===== config.mk =====
export PLATFORM = sky130hd
export DESIGN_NAME = tft_arbiter
export DESIGN_NICKNAME = d
export VERILOG_FILES = /design/src/rtl/tft_arbiter.sv
export SDC_FILE = /design/constraint.sdc
export NUM_CORES = 1
export LEC_CHECK = 0
export ABC_CLOCK_PERIOD_IN_PS = 5700
export CELL_PAD_IN_SITES_DETAIL_PLACEMENT = 0
export CELL_PAD_IN_SITES_GLOBAL_PLACEMENT = 1
export CORE_AREA = 2 2 54 77
export DETAILED_ROUTE_END_ITERATION = 16
export DIE_AREA = 0 0 56 79
export HOLD_SLACK_MARGIN = 0.02
export PLACE_DENSITY_LB_ADDON = 0.1
export SYNTH_ARGS = -nofsm -noshare
export SYNTH_HDL_FRONTEND = slang
export SYNTH_SLANG_ARGS = --single-unit

===== constraint.sdc =====
create_clock -name clk -period 5.7 [get_ports clk]
set_input_delay 0.855 -clock clk [delete_from_list [all_inputs] [get_ports clk]]
set_output_delay 0.855 -clock clk [all_outputs]
set_load 0.005 [all_outputs]

===== src/rtl/tft_arbiter.sv =====
// tft_arbiter: round-robin owner of the shared TFT byte interface; an owner keeps
// the bus for a whole transaction and the last byte drains before handover.
module tft_arbiter #(
    parameter int N_REQ = 3,
    parameter int IDX_W = $clog2(N_REQ)
) (
    input  logic               clk,
    input  logic               rst,
    input  logic [N_REQ-1:0]   req,
    input  logic [N_REQ-1:0]   rq_transmit,
    input  logic [N_REQ-1:0]   rq_dc,
    input  logic [8*N_REQ-1:0] rq_data,
    output logic [N_REQ-1:0]   gnt,
    output logic [N_REQ-1:0]   rq_busy,
    input  logic               tft_busy,
    output logic               tft_transmit,
    output logic               tft_dc,
    output logic [7:0]         tft_data,
    output logic [IDX_W-1:0]   owner,
    output logic               protocol_err
);
    typedef enum logic [1:0] {IDLE, OWNED, DRAIN} state_t;
    state_t state, state_nx;
    logic [IDX_W-1:0] winner, idx;
    logic found, accept;
    // search starts just after the last owner, so it becomes lowest priority
    always_comb begin
        winner = owner;
        idx = owner;
        found = 1'b0;
        for (int k = 1; k <= N_REQ; k++) begin
            idx = IDX_W'((int'(owner) + k) % N_REQ);
            if (!found && req[idx]) begin
                found = 1'b1;
                winner = idx;
            end
        end
    end
    always_comb begin
        gnt = '0;
        rq_busy = '1;
        if (state != IDLE) gnt[owner] = 1'b1;
        if (state == OWNED) rq_busy[owner] = tft_busy | tft_transmit;
    end
    assign accept = (state == OWNED) && rq_transmit[owner] && !rq_busy[owner];
    always_comb begin
        state_nx = state;
        if (state == IDLE && found) state_nx = OWNED;
        else if (state == OWNED && !req[owner]) state_nx = DRAIN;
        else if (state == DRAIN && !tft_transmit && !tft_busy) state_nx = IDLE;
    end
    always_ff @(posedge clk or posedge rst) begin
        if (rst) state <= IDLE;
        else state <= state_nx;
    end
    always_ff @(posedge clk or posedge rst) begin
        if (rst) begin
            owner <= IDX_W'(N_REQ - 1);
            tft_transmit <= 1'b0;
            tft_dc <= 1'b0;
            tft_data <= 8'h00;
            protocol_err <= 1'b0;
        end else begin
            if (state == IDLE && found) owner <= winner;
            tft_transmit <= accept;
            if (accept) begin
                tft_dc <= rq_dc[owner];
                tft_data <= rq_data[{owner, 3'b000} +: 8];
            end
            if (|(rq_transmit & rq_busy)) protocol_err <= 1'b1;
        end
    end
endmodule


==> results.cfg, run 1 <==
[detailed_routing]
vias_per_cell = 4.95
drc = 0
ant_nets = 0
wl_um = 2940
wl_per_cell_um = 13.4
dr.pass1.iters = 2
num_vias = 1083
drt_iter0_drc = 14

[global_routing]
grt_pass1_vias = 1120
antenna_found_initial = 0
grt_usage_pct = 13.5
grt_pass1_wl_um = 4910
grt_max_degree = 21
overflow = 0

[cts]
cts_tree = done
h-tree-depth = 1
cts_sinks = 15
insertion_delay_ns = 0.24
cts-resized-gates = 0
cts_root_buffer = clkbuf_8
clock_path_buffers = 2
cts_hold_buffers = 0
clk_pin_slew_ns = 0.06
postCtsSetupRepairBufs = 0
cts_buffers = 3

[synth]
synth_warnings = 0
netlist_top_cells_area = dfrtp_1 (31%), mux2i_1 (9.8%), mux2_2 (9.0%), nand2_1 (5.7%), ha_1 (5.6%)
synth-simple-area-share_pct = 18.9
syn-num-nets = 163
netlist.area_leader.share_pct = 31.1
seq_area_frac_synth_pct = 33.5
async_flop_share_pct = 100
synth.area.mux_share_pct = 20.1
ys_types = 35
synth_compound_area_share_pct = 18.6
synth_xor_area_share_pct = 0
synth_cells = 122
synth_top_family_by_area = multiplexers
synthTopCellsByCount = nand2_1 (17), dfrtp_1 (14), mux2i_1 (11), o21ai_0 (11), mux2_2 (9)
synth-adder-area-share_pct = 5.56
synth_area_mm2 = 0.00112
ys.flop_type = dfrtp_1
synth_edf_count = 0
synth_area_per_cell_um2 = 9.22
yosysMostFrequentCell = nand2_1
yosysTopAreaCell = dfrtp_1
ys_ff_latch = 15

[critical_path]
cp_max_fo = 20
r2r-end = owner[0]$_DFFE_PP0P_
r2r-start = owner[1]$_DFFE_PP1P_
r2r_cells = 6
critPathLaunchType = flip-flop
end_kind = primary output
setup.worst_path.class = reg -> out
regToRegSetupSlack_ns = 3.09
critPathArrivalTime_ns = 2.23
cp.required_ns = 4.85

[placement]
gp_congestion = 0.817
hpwlAfterDp_um = 2350
io_buffers = 54

[power]
ir_worst_vdd_mv = 0.254
p_per_area_mw_per_mm2 = 462
p_leak_uw = 0.000731
power_uw = 806

[floorplan]
fp.dieH_um = 79
io_pins = 55
start_util_pct = 29.7
rows = 27
die_width_um = 56
core_mm2 = 0.00378
die-area_mm2 = 0.00442

[sta]
skew_ns = 0.000689
relSlewSlack_pct = 57.0
period_needed_ns = 3.09
grt_setup_unrepaired = no
fin_setup_tns_ns = 0
fmax_mhz = 324
finalSetupViolCount = 0
hold_violations = 0
worst_pin_slew_ns = 0.642
fin_crit_sh_pct = 54.2
maxSlewViolCount = 0

[job]
maxCapViolCount = 0

[hold_path]
worstHoldStart = protocol_err$_DFFE_PP0P_
hold_depth = 2
hold_class = reg -> reg
hold_end = protocol_err$_DFFE_PP0P_

[finish]
antennaDiodeCount = 0
area_growth_syn_to_layout_pct = 55.2
layout-drive-gt1-share_pct = 11.4
nNetsFinal = 218

[status]
run_status = finished, final reports clean
sequential cells by signal, summed over array words and instances, names as in the netlist:
name and flops:
owner 2, protocol_err 1, state 2, tft_data 8
tft_dc 1, tft_transmit 1
metal layers:
layer | vias to the layer above | GRT usage, % | share of wire [%]
li1 | 544 | - | -
met1 | 493 | 13.7 | 39
met2 | 38 | 25.8 | 52
met3 | 8 | 2.28 | 6.1
met4 | 0 | 6.90 | 3.2
met5 | - | 0 | 0
layout by cell type (no fill, tap or decap), types with 2 or more instances in the layout:
master / instances
o31ai_1: 2
nand3_1: 6
mux2_2: 9
dfrtp_1: 14
nor2_1: 6
inv_1: 5
a21oi_1: 7
clkbuf_8: 3
o21ai_0: 11
nand2_1: 17
ha_1: 5
clkdlybuf4s50_1: 54
nand2b_1: 2
and2_1: 3
mux2i_1: 11
report_power, final:
part	switching, uW	leakage, uW	internal (uW)	total, uW
logic	222	0.000526	274	496
clock network	36.3	0.0000228	49.5	85.7
registers	68.7	0.000182	156	224
cells by family after synthesis:
family | count (synthesis)
and+or+nand+nor | 42
AOI/OAI and AO/OA | 30
DFF | 15
buffers and inverters | 9
adders and majority gates | 5
muxes | 21
area by class of cell:
class | instances | area [um2]
Sequential cell | 15 | 377
Inverter | 5 | 18.8
Clock buffer | 4 | 45.0
Tap cell | 43 | 53.8
Timing Repair Buffer | 54 | 541
Multi-Input combinational cell | 98 | 711
Fill cell | 394 | 2040
through the flow:
step | area, um2 | setup WS (ns) | util, % | cells | hold slack, ns
3_5_place_dp | 1700 | 2.67 | 44.9 | 215 | 0.462
5_1_grt | 1750 | 2.46 | 46.1 | 219 | 0.500
2_1_floorplan | 1120 | 3.20 | - | 122 | 0.463
6_report | 1750 | 2.61 | 46.1 | 219 | 0.473
4_1_cts | 1750 | 2.59 | 46.1 | 219 | 0.477
3_3_place_gp | 1700 | 2.71 | 44.9 | 215 | 0.461
worst max-delay path, stage by stage (launching register included):
cell and delay, ns:
dfstp_2 0.84, inv_1 0.18, ha_1 0.33, nand2_1 0.13, clkdlybuf4s50_1 0.50
worst max-delay path by stage:
stage,end,cells after the start,start
2_1_floorplan,owner[0]$_DFFE_PP0P_,9,owner[1]$_DFFE_PP1P_
3_5_place_dp,rq_busy[1],4,tft_busy
6_report,rq_busy[1],4,owner[1]$_DFFE_PP1P_
4_1_cts,rq_busy[1],4,owner[1]$_DFFE_PP1P_
3_3_place_gp,rq_busy[1],4,tft_busy
5_1_grt,rq_busy[1],4,owner[1]$_DFFE_PP1P_
Note: power is estimated with default switching activity, not from simulation.
==> inputs of run 2 (changes only) <==
--- a/config.mk
+++ b/config.mk
@@ -5,12 +5,12 @@
 export SDC_FILE = /design/constraint.sdc
 export NUM_CORES = 1
 export LEC_CHECK = 0
-export ABC_CLOCK_PERIOD_IN_PS = 5700
+export ABC_CLOCK_PERIOD_IN_PS = 3100
 export CELL_PAD_IN_SITES_DETAIL_PLACEMENT = 0
 export CELL_PAD_IN_SITES_GLOBAL_PLACEMENT = 1
-export CORE_AREA = 2 2 54 77
+export CORE_AREA = 2 2 56 79
 export DETAILED_ROUTE_END_ITERATION = 16
-export DIE_AREA = 0 0 56 79
+export DIE_AREA = 0 0 58 81
 export HOLD_SLACK_MARGIN = 0.02
 export PLACE_DENSITY_LB_ADDON = 0.1
 export SYNTH_ARGS = -nofsm -noshare
==> constraint.sdc (replaced) <==
create_clock -name clk -period 3.1 [get_ports clk]
set_input_delay 0.465 -clock clk [delete_from_list [all_inputs] [get_ports clk]]
set_output_delay 0.465 -clock clk [all_outputs]
set_load 0.005 [all_outputs]
==> run 2 against run 1 <==
  * Setup slack lost 2.1 ns
  * Wire length grew 3.3%
  * Clock power grew 84%
  * Sequential power grew 70%
  * Via count grew 1.7%
  * Largest cell class unchanged
  * Largest power group unchanged
==> results.cfg, run 2 (synthesized netlist as in run 1, its figures left out) <==
[status]
run_status = finished, final reports clean

[global_routing]
grt_max_degree = 19
antenna_found_initial = 0
grt_usage_pct = 13.4
grt_pass1_vias = 1132
grt_pass1_wl_um = 4840
overflow = 0

[critical_path]
critPathSlowestCell = dfrtp_1
setup.worst_path.class = reg -> out
cp.required_ns = 2.63
regToRegSetupSlack_ns = 0.54
cp_max_fo = 18
r2r-start = owner[0]$_DFFE_PP0P_
r2r_cells = 6
critPathArrivalTime_ns = 2.17
r2r-end = owner[0]$_DFFE_PP0P_
cp_num_cells = 4
crit_path_end = rq_busy[2]
worstSetupStartpoint = owner[0]$_DFFE_PP0P_
critPathLaunchType = flip-flop
worstPathCellList = inv_1 > ha_1 > nand2_1 > clkdlybuf4s50_1
end_kind = primary output
crit_path_max_incr_delay_ns = 0.72
crit_buf_inv = 2
cpLargestDelayFamily = buffers and inverters

[finish]
reg_top3 = tft_data: 8 flops, owner: 2 flops, state: 2 flops
area_growth_syn_to_layout_pct = 56.2
antennaDiodeCount = 0
largest_reg_flops = 8
nNetsFinal = 219
layout-drive-gt1-share_pct = 12.4
top_register = tft_data
layout_commonest_cell = clkdlybuf4s50_1
most-common-layout-cells = clkdlybuf4s50_1 (54), nand2_1 (17), dfrtp_1 (14)

[placement]
dp_slack_ns = 0.565
io_buffers = 54
gp_congestion = 0.713
hpwlAfterDp_um = 2310

[sta]
finalSetupViolCount = 0
grt_setup_unrepaired = no
fin_crit_sh_pct = 85.0
period_needed_ns = 2.64
relSlewSlack_pct = 52.4
layout_setup_ws_ns = 0.465
worst_pin_slew_ns = 0.711
skew_ns = 0.00247
fin_setup_tns_ns = 0
hold_violations = 0
maxSlewViolCount = 0
fmax_mhz = 379

[power]
p_per_area_mw_per_mm2 = 850
ir_worst_vdd_mv = 0.441
p_leak_uw = 0.000739

[cts]
clock_path_buffers = 2
insertion_delay_ns = 0.24
cts_hold_buffers = 0
cts_sinks = 15
postCtsSetupRepairBufs = 0
h-tree-depth = 1
cts_root_buffer = clkbuf_8
cts_buffers = 3
clk_pin_slew_ns = 0.06
cts-resized-gates = 0
cts_tree = done

[floorplan]
rows = 28
io_pins = 55
die-area_mm2 = 0.00470
die_width_um = 58
start_util_pct = 27.7
fp.dieH_um = 81
core_mm2 = 0.00406

[detailed_routing]
wl_um = 3040
wl_per_cell_um = 13.7
drt_iter0_drc = 39
dr.pass1.iters = 4
drc = 0
num_vias = 1101
ant_nets = 0
vias_per_cell = 4.96

[job]
maxCapViolCount = 0

[hold_path]
hold_class = reg -> reg
==> run 2: changes by cell type in the layout (fill, tap and decap cells not counted), sizes merged <==
cell / delta
buf: +1
clkbuf: -1
clkinv: +1
==> run 2: power breakdown <==
group	internal [uW]	total (uW)	switching (uW)
registers	285	380	94.6
logic	512	955	443
clock network	88.9	158	69.1
total	886	1490	607
==> run 2: worst min-delay path by stage <==
stage	startpoint	end	depth (start not counted)
6_report	protocol_err$_DFFE_PP0P_	protocol_err$_DFFE_PP0P_	2
5_1_grt	protocol_err$_DFFE_PP0P_	protocol_err$_DFFE_PP0P_	2
4_1_cts	protocol_err$_DFFE_PP0P_	protocol_err$_DFFE_PP0P_	2
3_5_place_dp	protocol_err$_DFFE_PP0P_	protocol_err$_DFFE_PP0P_	2
3_3_place_gp	protocol_err$_DFFE_PP0P_	protocol_err$_DFFE_PP0P_	2
2_1_floorplan	rst	owner[0]$_DFFE_PP0P_	1
==> run 2: tightest hold or removal path, cell delays in order (launching register included) <==
cell     delay [ns]
dfrtp_1        0.35
a21oi_1        0.05
nand2_1        0.06
==> run 2: area by class of cell <==
cell class / instances / area, um2
Clock buffer: 3 / 41.3
Clock inverter: 1 / 5.00
Fill cell: 412 / 2310
Inverter: 5 / 18.8
Multi-Input combinational cell: 98 / 711
Sequential cell: 15 / 377
Tap cell: 45 / 56.3
Timing Repair Buffer: 55 / 548
==> run 2: layer usage <==
layer / part of all wire [%] / wire length, um / GRT usage, %
met3: 5.1 / 154 / 2.71
met4: 2.4 / 72 / 8.14
met5: 0 / 0 / 0
met2: 53 / 1620 / 24.3
met1: 39 / 1200 / 13.8
==> run 2: per-stage QoR <==
step                power (uW)  util (%)  cells  area (um2)  hold slack [ns]
floorplan                  976         -    122        1120            0.366
global placement          1340      42.1    218        1710            0.460
detailed placement        1350      42.1    218        1710            0.472
CTS                       1510      43.2    222        1760            0.489
global route              1630      43.2    222        1760            0.507
finish                    1490      43.2    222        1760            0.492
==> inputs of run 3 (changes only) <==
--- a/config.mk
+++ b/config.mk
@@ -8,11 +8,13 @@
 export ABC_CLOCK_PERIOD_IN_PS = 3100
 export CELL_PAD_IN_SITES_DETAIL_PLACEMENT = 0
 export CELL_PAD_IN_SITES_GLOBAL_PLACEMENT = 1
-export CORE_AREA = 2 2 56 79
+export CORE_AREA = 2 2 55 78
+export CTS_BUF_LIST = sky130_fd_sc_hd__clkbuf_4 sky130_fd_sc_hd__clkbuf_8
 export DETAILED_ROUTE_END_ITERATION = 16
-export DIE_AREA = 0 0 58 81
-export HOLD_SLACK_MARGIN = 0.02
+export DIE_AREA = 0 0 57 80
+export HOLD_SLACK_MARGIN = 0.12
 export PLACE_DENSITY_LB_ADDON = 0.1
+export SETUP_SLACK_MARGIN = 0.3
 export SYNTH_ARGS = -nofsm -noshare
 export SYNTH_HDL_FRONTEND = slang
 export SYNTH_SLANG_ARGS = --single-unit
==> run 3 against run 2 <==
  * Global-route usage rose by 0.25 points
  * Clock power rose by 6%
  * Register-to-register slack improved by 0.05 ns
==> results.cfg, run 3 (synthesized netlist as in run 1, its figures left out) <==
[status]
run_status = finished, final reports clean

[cts]
cts-resized-gates = 0
cts_sinks = 15
postCtsSetupRepairBufs = 0
h-tree-depth = 1
cts_buffers = 3
clk_pin_slew_ns = 0.06
insertion_delay_ns = 0.24
cts_tree = done
clock_path_buffers = 2
cts_root_buffer = clkbuf_8
cts_hold_buffers = 0

[sta]
skew_ns = 0.00197
hold_violations = 0
holdWs_ns = 0.481
worst_pin_slew_ns = 0.730
fin_setup_tns_ns = 0
finalSetupViolCount = 0
period_needed_ns = 2.59
fin_crit_sh_pct = 83.5
relSlewSlack_pct = 51.2
maxSlewViolCount = 0
grt_setup_unrepaired = no
fmax_mhz = 386

[placement]
io_buffers = 54
dp_cells = 217
placed_cell_area_mm2 = 0.00172
gp_congestion = 0.786
hpwlAfterDp_um = 2380

[finish]
layout-drive-gt1-share_pct = 12.9
layout.cells.non_filler = 221
layout_commonest_cell = clkdlybuf4s50_1
antennaDiodeCount = 0
top_register = tft_data
nNetsFinal = 220
reg_top3 = tft_data: 8 flops, owner: 2 flops, state: 2 flops
final_util_pct = 45.8
largest_reg_flops = 8
area_growth_syn_to_layout_pct = 56.8
n_fill_cell = 414
finalInstanceArea_mm2 = 0.00176
most-common-layout-cells = clkdlybuf4s50_1 (54), nand2_1 (17), dfrtp_1 (14)

[critical_path]
r2r-start = owner[1]$_DFFE_PP1P_
critPathSlowestCell = dfstp_2
r2r-end = owner[0]$_DFFE_PP0P_
critPathLaunchType = flip-flop
critPathArrivalTime_ns = 2.12
end_kind = primary output
cpLargestDelayFamily = flip-flops
crit_path_max_incr_delay_ns = 0.76
crit_buf_inv = 2
cp_max_fo = 15
cp.required_ns = 2.63
setup.worst_path.class = reg -> out
regToRegSetupSlack_ns = 0.59
worstPathCellList = inv_1 > ha_1 > nand2_1 > clkdlybuf4s50_1
r2r_cells = 6

[floorplan]
rows = 27
fp.dieH_um = 80
die-area_mm2 = 0.00456
core_mm2 = 0.00385
io_pins = 55
die_width_um = 57
start_util_pct = 29.2

[hold_path]
worstHoldStart = protocol_err$_DFFE_PP0P_
hold_class = reg -> reg
hold_depth = 2
hold_end = protocol_err$_DFFE_PP0P_

[detailed_routing]
drt_iter0_drc = 45
num_vias = 1111
wl_um = 3050
ant_nets = 0
wl_per_cell_um = 13.8
dr.pass1.iters = 4
vias_per_cell = 5.03
drc = 0

[global_routing]
grtUsageMet1_pct = 14.8
grt_max_degree = 16
overflow = 0
use_met3_pct = 2.76
grt_usage_pct = 13.6
top_usage_layer = met2
antenna_found_initial = 0
grt_pass1_vias = 1090
grt_pass1_wl_um = 4890
met2_usage_pct = 24.8

[power]
p_per_area_mw_per_mm2 = 857
p_leak_uw = 0.000744
ir_worst_vdd_mv = 0.520

[job]
maxCapViolCount = 0
run 3: cell types whose count changed in the layout (fill, tap and decap cells not counted), sizes merged:
| cell | before | now |
|---|---|---|
| buf | 1 | 2 |
| clkbuf | 3 | 4 |
| clkinv | 1 | 0 |
run 3: worst max-delay path by stage:
stage | start | endpoint | slack, ns | cells past startpoint
floorplan | owner[1]$_DFFE_PP1P_ | owner[0]$_DFFE_PP0P_ | 0.60 | 9
global placement | owner[1]$_DFFE_PP1P_ | owner[0]$_DFFE_PP0P_ | 0.73 | 6
detailed placement | owner[1]$_DFFE_PP1P_ | owner[0]$_DFFE_PP0P_ | 0.62 | 6
CTS | owner[1]$_DFFE_PP1P_ | rq_busy[1] | 0.51 | 4
global route | owner[1]$_DFFE_PP1P_ | rq_busy[1] | 0.38 | 4
finish | owner[1]$_DFFE_PP1P_ | rq_busy[1] | 0.51 | 4
run 3: per-layer routing:
metal / vias to the layer above / wire (um)
met2: 29 / 1650
met1: 526 / 1190
met3: 4 / 163
met4: 0 / 43
li1: 552 / -
met5: - / 0
run 3: cell type report:
cell class	count	area [um2]	area share (%)
multi-input cells	98	711	40.3
flip-flops and latches	15	377	21.3
inverters	5	18.8	1.06
well taps	43	53.8	3.05
clock buffers	4	48.8	2.77
repair buffers	56	556	31.5
run 3: worst reg2reg max path: cells and delay by family (launching register included):
kind / cells / cell delay [ns]
mux: 1 / 0.34
compound gates: 3 / 0.67
flops: 1 / 0.76
fa+ha+maj: 1 / 0.49
buf+inv: 1 / 0.16
run 3: power breakdown:
group          switching, uW  leakage, uW  internal, uW
Clock                   68.2    0.0000262          99.7
Combinational            446     0.000536           520
Sequential              91.4     0.000182           286
Total                    606     0.000744           906
run 3: per-stage QoR:
| stage | power [uW] | setup slack, ns |
|---|---|---|
| after floorplan | 976 | 0.604 |
| after global placement | 1340 | 0.727 |
| after detailed placement | 1360 | 0.620 |
| after CTS | 1540 | 0.506 |
| after global routing | 1640 | 0.380 |
| final | 1510 | 0.512 |
